## src/rtl/usb_hub_pkg.sv

```systemverilog
// Shared hub definitions: raw line-state codes and the downstream-port state encoding.
package usb_hub_pkg;

  localparam logic [1:0] LINE_SE0  = 2'b00;
  localparam logic [1:0] LINE_FS_J = 2'b10;
  localparam logic [1:0] LINE_LS_J = 2'b01;
  localparam logic [1:0] LINE_SE1  = 2'b11;

  typedef enum logic [2:0] {
    PS_DISCONNECTED = 3'd0,
    PS_DEBOUNCE     = 3'd1,
    PS_WAIT_RESET   = 3'd2,
    PS_BUS_RESET    = 3'd3,
    PS_RECOVERY     = 3'd4,
    PS_ENABLED      = 3'd5,
    PS_SUSPENDED    = 3'd6
  } port_state_e;

  function automatic int unsigned max_u(input int unsigned a, input int unsigned b);
    return (a > b) ? a : b;
  endfunction

endpackage

```

## src/rtl/usb_line_run_counter.sv

```systemverilog
// Saturating run counter: counts consecutive match cycles, zeroes on clear or mismatch.
// hit_o flags the sample that completes a run of term_i+1 matches.
module usb_line_run_counter #(
  parameter int unsigned W = 8
) (
  input  logic         clock,
  input  logic         reset_n,
  input  logic         clr_i,
  input  logic         match_i,
  input  logic [W-1:0] term_i,
  output logic         hit_o
);

  logic [W-1:0] cnt_q, cnt_d;

  always_comb begin
    cnt_d = cnt_q;
    if (clr_i || !match_i) cnt_d = '0;
    else if (cnt_q != '1)  cnt_d = cnt_q + 1'b1;
  end

  always_ff @(posedge clock or negedge reset_n)
    if (!reset_n) cnt_q <= '0;
    else          cnt_q <= cnt_d;

  assign hit_o = match_i && (cnt_q == term_i);

endmodule

```

## src/rtl/usb_port_connect_sequencer.sv

```systemverilog
// Downstream-port connect/reset/enable sequencer with latched J/K line encoding.
// Define USB_PORT_SUSPEND_EN to add the idle-driven SUSPENDED state.
module usb_port_connect_sequencer
  import usb_hub_pkg::*;
#(
  parameter int unsigned DEBOUNCE_TICKS   = 100,
  parameter int unsigned RESET_TICKS      = 50,
  parameter int unsigned RECOVERY_TICKS   = 10,
  parameter int unsigned DISCONNECT_TICKS = 20,
  parameter int unsigned SUSPEND_TICKS    = 300
) (
  input  logic       clock,
  input  logic       reset_n,
  input  logic [1:0] usb_signals,
  input  logic       port_reset_req,
  input  logic       port_disable,
  output logic       drive_se0,
  output logic       connected,
  output logic       port_enabled,
  output logic       low_speed,
  output logic [1:0] j_state,
  output logic [1:0] k_state,
  output logic [1:0] idle_state,
  output logic       reset_done,
  output logic [2:0] port_state
);

  localparam int unsigned MAXT = max_u(max_u(DEBOUNCE_TICKS, RESET_TICKS),
                                       max_u(RECOVERY_TICKS, max_u(DISCONNECT_TICKS, SUSPEND_TICKS)));
  localparam int unsigned CW   = $clog2(MAXT + 1);

  port_state_e state_q, state_d;
  logic [1:0]  cand_q, cand_d, j_q, j_d, k_q, k_d;
  logic        ls_q, ls_d, conn_q, conn_d, en_q, en_d, se0_q, se0_d, rd_q, rd_d;
  logic [CW-1:0] tmr_term;
  logic        tmr_hit, se0_hit, enter;

  assign enter = (state_d != state_q);

  // Debounce fires when the count *reaches* DEBOUNCE_TICKS-1, i.e. on the
  // DEBOUNCE_TICKS-th matching sample counting the one that entered DEBOUNCE.
  always_comb begin
    tmr_term = '0;
    case (state_q)
      PS_DEBOUNCE:  tmr_term = CW'(DEBOUNCE_TICKS - 2);
      PS_BUS_RESET: tmr_term = CW'(RESET_TICKS - 1);
      PS_RECOVERY:  tmr_term = CW'(RECOVERY_TICKS - 1);
      default:      tmr_term = '0;
    endcase
  end

  usb_line_run_counter #(.W(CW)) u_tmr (
    .clock(clock), .reset_n(reset_n), .clr_i(enter), .match_i(1'b1),
    .term_i(tmr_term), .hit_o(tmr_hit));

  usb_line_run_counter #(.W(CW)) u_se0 (
    .clock(clock), .reset_n(reset_n), .clr_i(enter), .match_i(usb_signals == LINE_SE0),
    .term_i(CW'(DISCONNECT_TICKS - 1)), .hit_o(se0_hit));

`ifdef USB_PORT_SUSPEND_EN
  logic idle_hit;
  usb_line_run_counter #(.W(CW)) u_idle (
    .clock(clock), .reset_n(reset_n), .clr_i(enter), .match_i(usb_signals == j_q),
    .term_i(CW'(SUSPEND_TICKS - 1)), .hit_o(idle_hit));
`endif

  always_comb begin
    state_d = state_q;
    cand_d  = cand_q;
    case (state_q)
      PS_DISCONNECTED:
        if (usb_signals == LINE_FS_J || usb_signals == LINE_LS_J) begin
          state_d = PS_DEBOUNCE;
          cand_d  = usb_signals;
        end
      PS_DEBOUNCE:
        if (usb_signals != cand_q) state_d = PS_DISCONNECTED;
        else if (tmr_hit)          state_d = PS_WAIT_RESET;
      PS_WAIT_RESET:
        if (se0_hit)             state_d = PS_DISCONNECTED;
        else if (port_reset_req) state_d = PS_BUS_RESET;
      PS_BUS_RESET:
        if (tmr_hit) state_d = PS_RECOVERY;
      PS_RECOVERY:
        if (tmr_hit) state_d = (usb_signals == j_q) ? PS_ENABLED : PS_DISCONNECTED;
      PS_ENABLED:
        if (se0_hit)             state_d = PS_DISCONNECTED;
        else if (port_reset_req) state_d = PS_BUS_RESET;
        else if (port_disable)   state_d = PS_WAIT_RESET;
`ifdef USB_PORT_SUSPEND_EN
        else if (idle_hit)       state_d = PS_SUSPENDED;
      PS_SUSPENDED:
        if (se0_hit)                   state_d = PS_DISCONNECTED;
        else if (port_reset_req)       state_d = PS_BUS_RESET;
        else if (usb_signals == k_q)   state_d = PS_ENABLED;
`endif
      default: state_d = PS_DISCONNECTED;
    endcase

    j_d  = j_q;
    k_d  = k_q;
    ls_d = ls_q;
    if (state_q == PS_DEBOUNCE && state_d == PS_WAIT_RESET) begin
      j_d  = cand_q;
      k_d  = ~cand_q;
      ls_d = (cand_q == LINE_LS_J);
    end
    conn_d = !(state_d inside {PS_DISCONNECTED, PS_DEBOUNCE});
    en_d   = (state_d inside {PS_ENABLED, PS_SUSPENDED});
    se0_d  = (state_d == PS_BUS_RESET);
    rd_d   = (state_q == PS_RECOVERY) && (state_d == PS_ENABLED);
  end

  always_ff @(posedge clock or negedge reset_n)
    if (!reset_n) begin
      state_q <= PS_DISCONNECTED;
      cand_q  <= LINE_FS_J;
      j_q     <= LINE_FS_J;
      k_q     <= LINE_LS_J;
      ls_q    <= 1'b0;
      conn_q  <= 1'b0;
      en_q    <= 1'b0;
      se0_q   <= 1'b0;
      rd_q    <= 1'b0;
    end else begin
      state_q <= state_d;
      cand_q  <= cand_d;
      j_q     <= j_d;
      k_q     <= k_d;
      ls_q    <= ls_d;
      conn_q  <= conn_d;
      en_q    <= en_d;
      se0_q   <= se0_d;
      rd_q    <= rd_d;
    end

  assign drive_se0    = se0_q;
  assign connected    = conn_q;
  assign port_enabled = en_q;
  assign low_speed    = ls_q;
  assign j_state      = j_q;
  assign k_state      = k_q;
  assign idle_state   = j_q;
  assign reset_done   = rd_q;
  assign port_state   = state_q;

endmodule

```

## config.mk

```make
export PLATFORM = sky130hd
export DESIGN_NAME = usb_port_connect_sequencer
export DESIGN_NICKNAME = d
export VERILOG_FILES = /design/src/rtl/usb_hub_pkg.sv /design/src/rtl/usb_line_run_counter.sv /design/src/rtl/usb_port_connect_sequencer.sv
export SDC_FILE = /design/constraint.sdc
export NUM_CORES = 1
export LEC_CHECK = 0
export BUFFER_PORTS_ARGS = -buffer_cell sky130_fd_sc_hd__buf_2
export CORE_UTILIZATION = 40
export CTS_CLUSTER_SIZE = 10
export DETAILED_ROUTE_END_ITERATION = 6
export GPL_ROUTABILITY_DRIVEN = 0
export REMOVE_ABC_BUFFERS = 1
export SYNTH_ARGS = -nofsm -noshare
export SYNTH_HDL_FRONTEND = slang
export SYNTH_SLANG_ARGS = --single-unit
```

## constraint.sdc

```tcl
create_clock -name clock -period 5.7 [get_ports clock]
set_input_delay 1.14 -clock clock [delete_from_list [all_inputs] [get_ports clock]]
set_output_delay 1.14 -clock clock [all_outputs]
set_load 0.03 [all_outputs]
```

Yosys cells after proc, flatten, opt, wreduce, memory -nomap -nowiden. Cells that the tools add are included.

Input port bits: 6. Bits in writable memories: 0. Output and inout bits: 14. Memory bits (read-only): 0. Bits in registers: 32. Memories kept: 0. Latch bits: 0. Logic and storage cells: 66.

Multiplexer cells: 17. $add $sub $neg: 2. Divide/modulo/power cells: 0. Equality and inequality tests: 20. Order comparisons: 0. Reductions and logical operators: 15. Bitwise operators: 1. Shift-type cells: 0. Multiply operators: 0.

Operators by type and width (count): two-way mux 9 bit (4); two-way mux 3 bit (11); one-hot mux 7 bit (3 select lines) (1); adder 9 x 1 -> 9 bit (second input constant) (2); inequality test 9 bit (second input constant) (2); one-hot mux 3 bit (6 select lines) (1); == test 3 x 2 -> 1 bit (second input constant) (4); == test 3 bit (second input constant) (4); == test 9 x 5 -> 1 bit (second input constant) (1); == test 9 x 7 -> 1 bit (1); nonzero test 2 bit (4); == test 3 x 1 -> 1 bit (second input constant) (2); logical NOT 3 bit (2); == test 2 x 1 -> 1 bit (second input constant) (2); logical AND 1 bit (3); inequality test 3 bit (1); == test 2 bit (1); == test 2 bit (second input constant) (1); logical NOT 1 bit (2); logical NOT 2 bit (1); logical OR 1 bit (2); inequality test 2 bit (1); inverter 2 bit (1); AND reduction 2 bit (1).

Longest topological paths before layout.
Depth after elaboration: 9. Mapped depth: 10. Mapped depth without buffers: 9.

By module. From an unflattened synthesis, not the netlist that was laid out.

Cell total of the unflattened synthesis: 205. Area, all modules: 1968.1 um^2.

Modules (own cells, without submodules): usb_line_run_counter (area an instance 574.3 um^2, cells each 59, sequential area each 225.2 um^2, instances 2); usb_port_connect_sequencer (area an instance 819.5 um^2, cells each 87, sequential area each 354.1 um^2, instances 1).

Least setup slack after synthesis. No wires, ideal clock.

Path kind: input to register. Start: input usb_signals[0]. End: register u_se0.cnt_q[0]. Buffers on the path: 2. Data required time: 5620 ps. Library setup time: 80 ps. Setup slack: 2647 ps. Arrival: 2973 ps. Stages on the path: 10. Cells stage by stage: inv_1 ha_1 nor4b_1 a31oi_1 a2bb2oi_1 nand2_1 a32o_1 buf_2 buf_6 nor3_2.

Word-level cells in the longest chain between the ends: 7. Elaborated cells on any way between the ends: 19. Those cells by class: 5 x eq/ne; 8 x mux; 6 x reduce/logical.

RTL lines: start: declaration (line usb_port_connect_sequencer.sv:14) `input logic [1:0] usb_signals,`; == test 2 bit (tied with other cells) (line usb_port_connect_sequencer.sv:85) `if (tmr_hit) state_d = (usb_signals == j_q) ? PS_ENABLED : PS_DISCONNECTED;`; two-way mux 3 bit (tied with other cells) (line usb_port_connect_sequencer.sv:85); two-way mux 3 bit, on equally long branches; one-hot mux 3 bit (6 select lines) (line usb_port_connect_sequencer.sv:70) `case (state_q)`; inequality test 3 bit (line usb_port_connect_sequencer.sv:38) `assign enter = (state_d != state_q);`; logical OR 1 bit * (line usb_line_run_counter.sv:18) `if (clr_i || !match_i) cnt_d = '0;`; two-way mux 9 bit or nonzero test 2 bit (tied branches); end signal: assignment (line usb_line_run_counter.sv:24) `else cnt_q <= cnt_d;`; end: declaration (line usb_line_run_counter.sv:14) `logic [W-1:0] cnt_q, cnt_d;`.

Every way passes the cells marked *; elsewhere a longest branch is shown, timed or not. A chain may end at the register's enable or synchronous reset.

Final worst setup path.
Start: input usb_signals[0]. End: register u_se0.cnt_q[8].

The elaborated chain is that of the path after synthesis.

==> qor.yml <==
finish:
  drive_above_1_share: 0.243
  nets: 220
  mostFrequentLayoutCell: "dfrtp_1"
  final_cell_mix: "dfrtp_1 (29), nand2_1 (22), buf_2 (19)"
  antennaDiodeCount: 0
  area_growth_pct: 9.54
  instances_no_fill: 262
pwr:
  seqPwrFrac: 0.347
  p_comb_frac: 0.448
  sw_frac_of_total: 0.438
  cellPowerDensity_nw_per_um2: 485
  vdd_drop_max_v: 0.000213
  power.share.clock: 0.206
  p_sw_uw: 452
  p_int_uw: 580
  p_leak_uw: 0.000931
synth:
  synth_sequential_area_ratio: 0.415
  yosys.area_share.adder: 0.0322
  synth_cells: 195
  synth_top_family_by_area: "simple AND/OR/NAND/NOR gates"
  ys_warn_count: 0
  synth-simple-area-share: 0.279
  ys_async_sr_fraction: 1.00
  synth_edf_count: 0
  yosys_register_bits: 32
  syn_avg_cell_area_um2: 9.95
  synthXorXnorAreaFrac: 0.0858
  synth-compound-area-share: 0.0870
  syn-cell-area_um2: 1940
  synthFlopType: "dfrtp_1"
  ys_types: 50
  synthMuxAreaShare: 0.0490
global_route:
  grt_pass1_vias: 1348
  grt_max_degree: 33
  grt_pass1_wl_um: 6410
  antenna_found_initial: 0
  grt_usage: 0.160
  gr-total-overflow: 0
outcome:
  outcome: "completed"
route:
  routedWlPerCell_um: 14.5
  drt_iter0_markers: 121
  dr.pass1.iters: 4
  drc: 0
  antenna_left: 0
  drt-total-wl_um: 3800
  vias: 1414
  drt-vias-per-instance: 5.40
timing:
  min_period_ns: 3.47
  fin_tns_setup_ns: 0
  rsz0062_at_grt: "false"
  finalCritPeriodShare: 0.609
  finalSetupViolCount: 0
  finalHoldViolCount: 0
  max_slew.worst_pin.slew_ns: 0.896
  whs_ns: 0.474
  slew_headroom: 0.403
  drv_slew: 0
  fin_skew_ns: 0.00331
  max_freq_mhz: 288
setup_path:
  worstSetupPathType: "in2reg"
  rr_startpoint: "port_state[0]"
  cp.required_ns: 5.83
  start_kind: "input port"
  crit_path_start: "usb_signals[0]"
  path_delay_family: "compound AO/OA/AOI/OAI gates"
  crit_cells: 9
  reg2regPathDepth: 5
  cp-end-kind: "flip-flop"
  worst-path-buf-inv: 2
  cpPeakStageDelay_ns: 0.75
  slowest_stage: "a32o_1"
  arrival_ns: 3.60
  cp_max_fo: 18
  cp_cell_sequence: "buf_2, inv_1, ha_1, nor4b_1, a31oi_1, a2bb2oi_1, or3_1, a32o_1, nor3_1"
clocking:
  clock_latency_ns: 0.28
  cts_buffers: 5
  cts_hold_buf: 0
  clkSlewWorstSetupHoldPaths_ns: 0.07
  clk_path_buf_depth: 2
  postCtsSetupRepairBufs: 0
  clock-sinks: 32
  cts_tree: "yes"
  htree_levels: 2
  root_buffer: "clkbuf_8"
  cts_resized: 0
worst_hold_path:
  hold_path_class: "reg2reg"
  hold_path_startpoint: "low_speed"
  min_path_cells: 2
die:
  rows: 24
  core_um2: 4500
  start_util: 0.431
  ios: 20
  dieArea_um2: 5130
  fp.dieW_um: 71.7
  die_y_um: 71.7
job:
  drv_cap: 0
placement:
  hpwl_um: 2570
  port_buffers: 19
  dp_cells: 254
==> layout make-up <==
| class | count | area (um2) |
|---|---|---|
| fill | 453 | 2380 |
| multi-input combinational | 146 | 1030 |
| sequential | 32 | 805 |
| timing repair buffer | 19 | 95.1 |
| clock buffer | 6 | 72.6 |
| tap | 52 | 65.1 |
| clock inverter | 2 | 35.0 |
| inverter | 5 | 18.8 |
==> power groups by stage <==
stage               clock (uW)  combinational (uW)  sequential [uW]
floorplan                    0                 277              425
global placement             0                 462              360
detailed placement           0                 461              362
CTS                        219                 465              359
global route               229                 505              371
finish                     212                 462              357
==> per-stage QoR <==
step           total power (uW)  setup slack, ns  utilization  cell area, um2
2_1_floorplan               702             2.50            -            1860
3_3_place_gp                822             2.02        0.448            2020
3_5_place_dp                823             1.95        0.448            2020
4_1_cts                    1040             2.21        0.472            2130
5_1_grt                    1100             1.95        0.472            2130
6_report                   1030             2.23        0.472            2130
==> worst register-to-register path: cells and delay by family, from the launching register on <==
family,cells,cell delay (ns)
AOI/OAI and AO/OA,3,1.43
DFF,1,0.63
and+or+nand+nor,2,0.70
==> layer usage <==
layer / global-route usage / vias up / share of wire
met3: 0.0422 / 4 / 0.034
met5: 0 / - / 0
met4: 0.0392 / 0 / 0.0092
met1: 0.222 / 664 / 0.51
met2: 0.252 / 29 / 0.44
li1: - / 717 / -
==> sequential cells by signal, indices dropped and copies added, names as in the netlist, 2 cells and up <==
name,count
port_state,3
u_tmr.cnt_q,9
cand_q,2
k_state,2
idle_state,2
u_se0.cnt_q,9
==> synth_stat cells, types with 6 or more instances <==
cell type  number  area (um2)
dfrtp_1        29         726
nand2_1        22        82.6
nor2_1         14        52.6
xnor2_1        13         114
nor3_1         10        50.1
nor3_2         10         100
nand3_1         7        35.0
xor2_1          6        52.6
==> final timing paths <==
kind	slack, ns	endpoint
setup reg to reg	2.79	u_se0.cnt_q[8]
max in group asynchronous	4.33	u_tmr.cnt_q[5]
hold reg to reg	0.47	low_speed
hold / removal	0.47	low_speed
setup / recovery	2.23	u_se0.cnt_q[8]
min in group asynchronous	0.91	u_se0.cnt_q[2]
==> kinds of logic (layout without fill, tap and decap cells) <==
| logic type | count (synthesis) | after routing |
|---|---|---|
| buf+inv | 17 | 32 |
| mux | 8 | 8 |
| flops | 32 | 32 |
| xor+xnor | 19 | 19 |
| fa+ha+maj | 5 | 5 |
| simple gates | 93 | 93 |
| compound gates | 21 | 21 |
No activity file was read; power rests on OpenSTA's default activity.
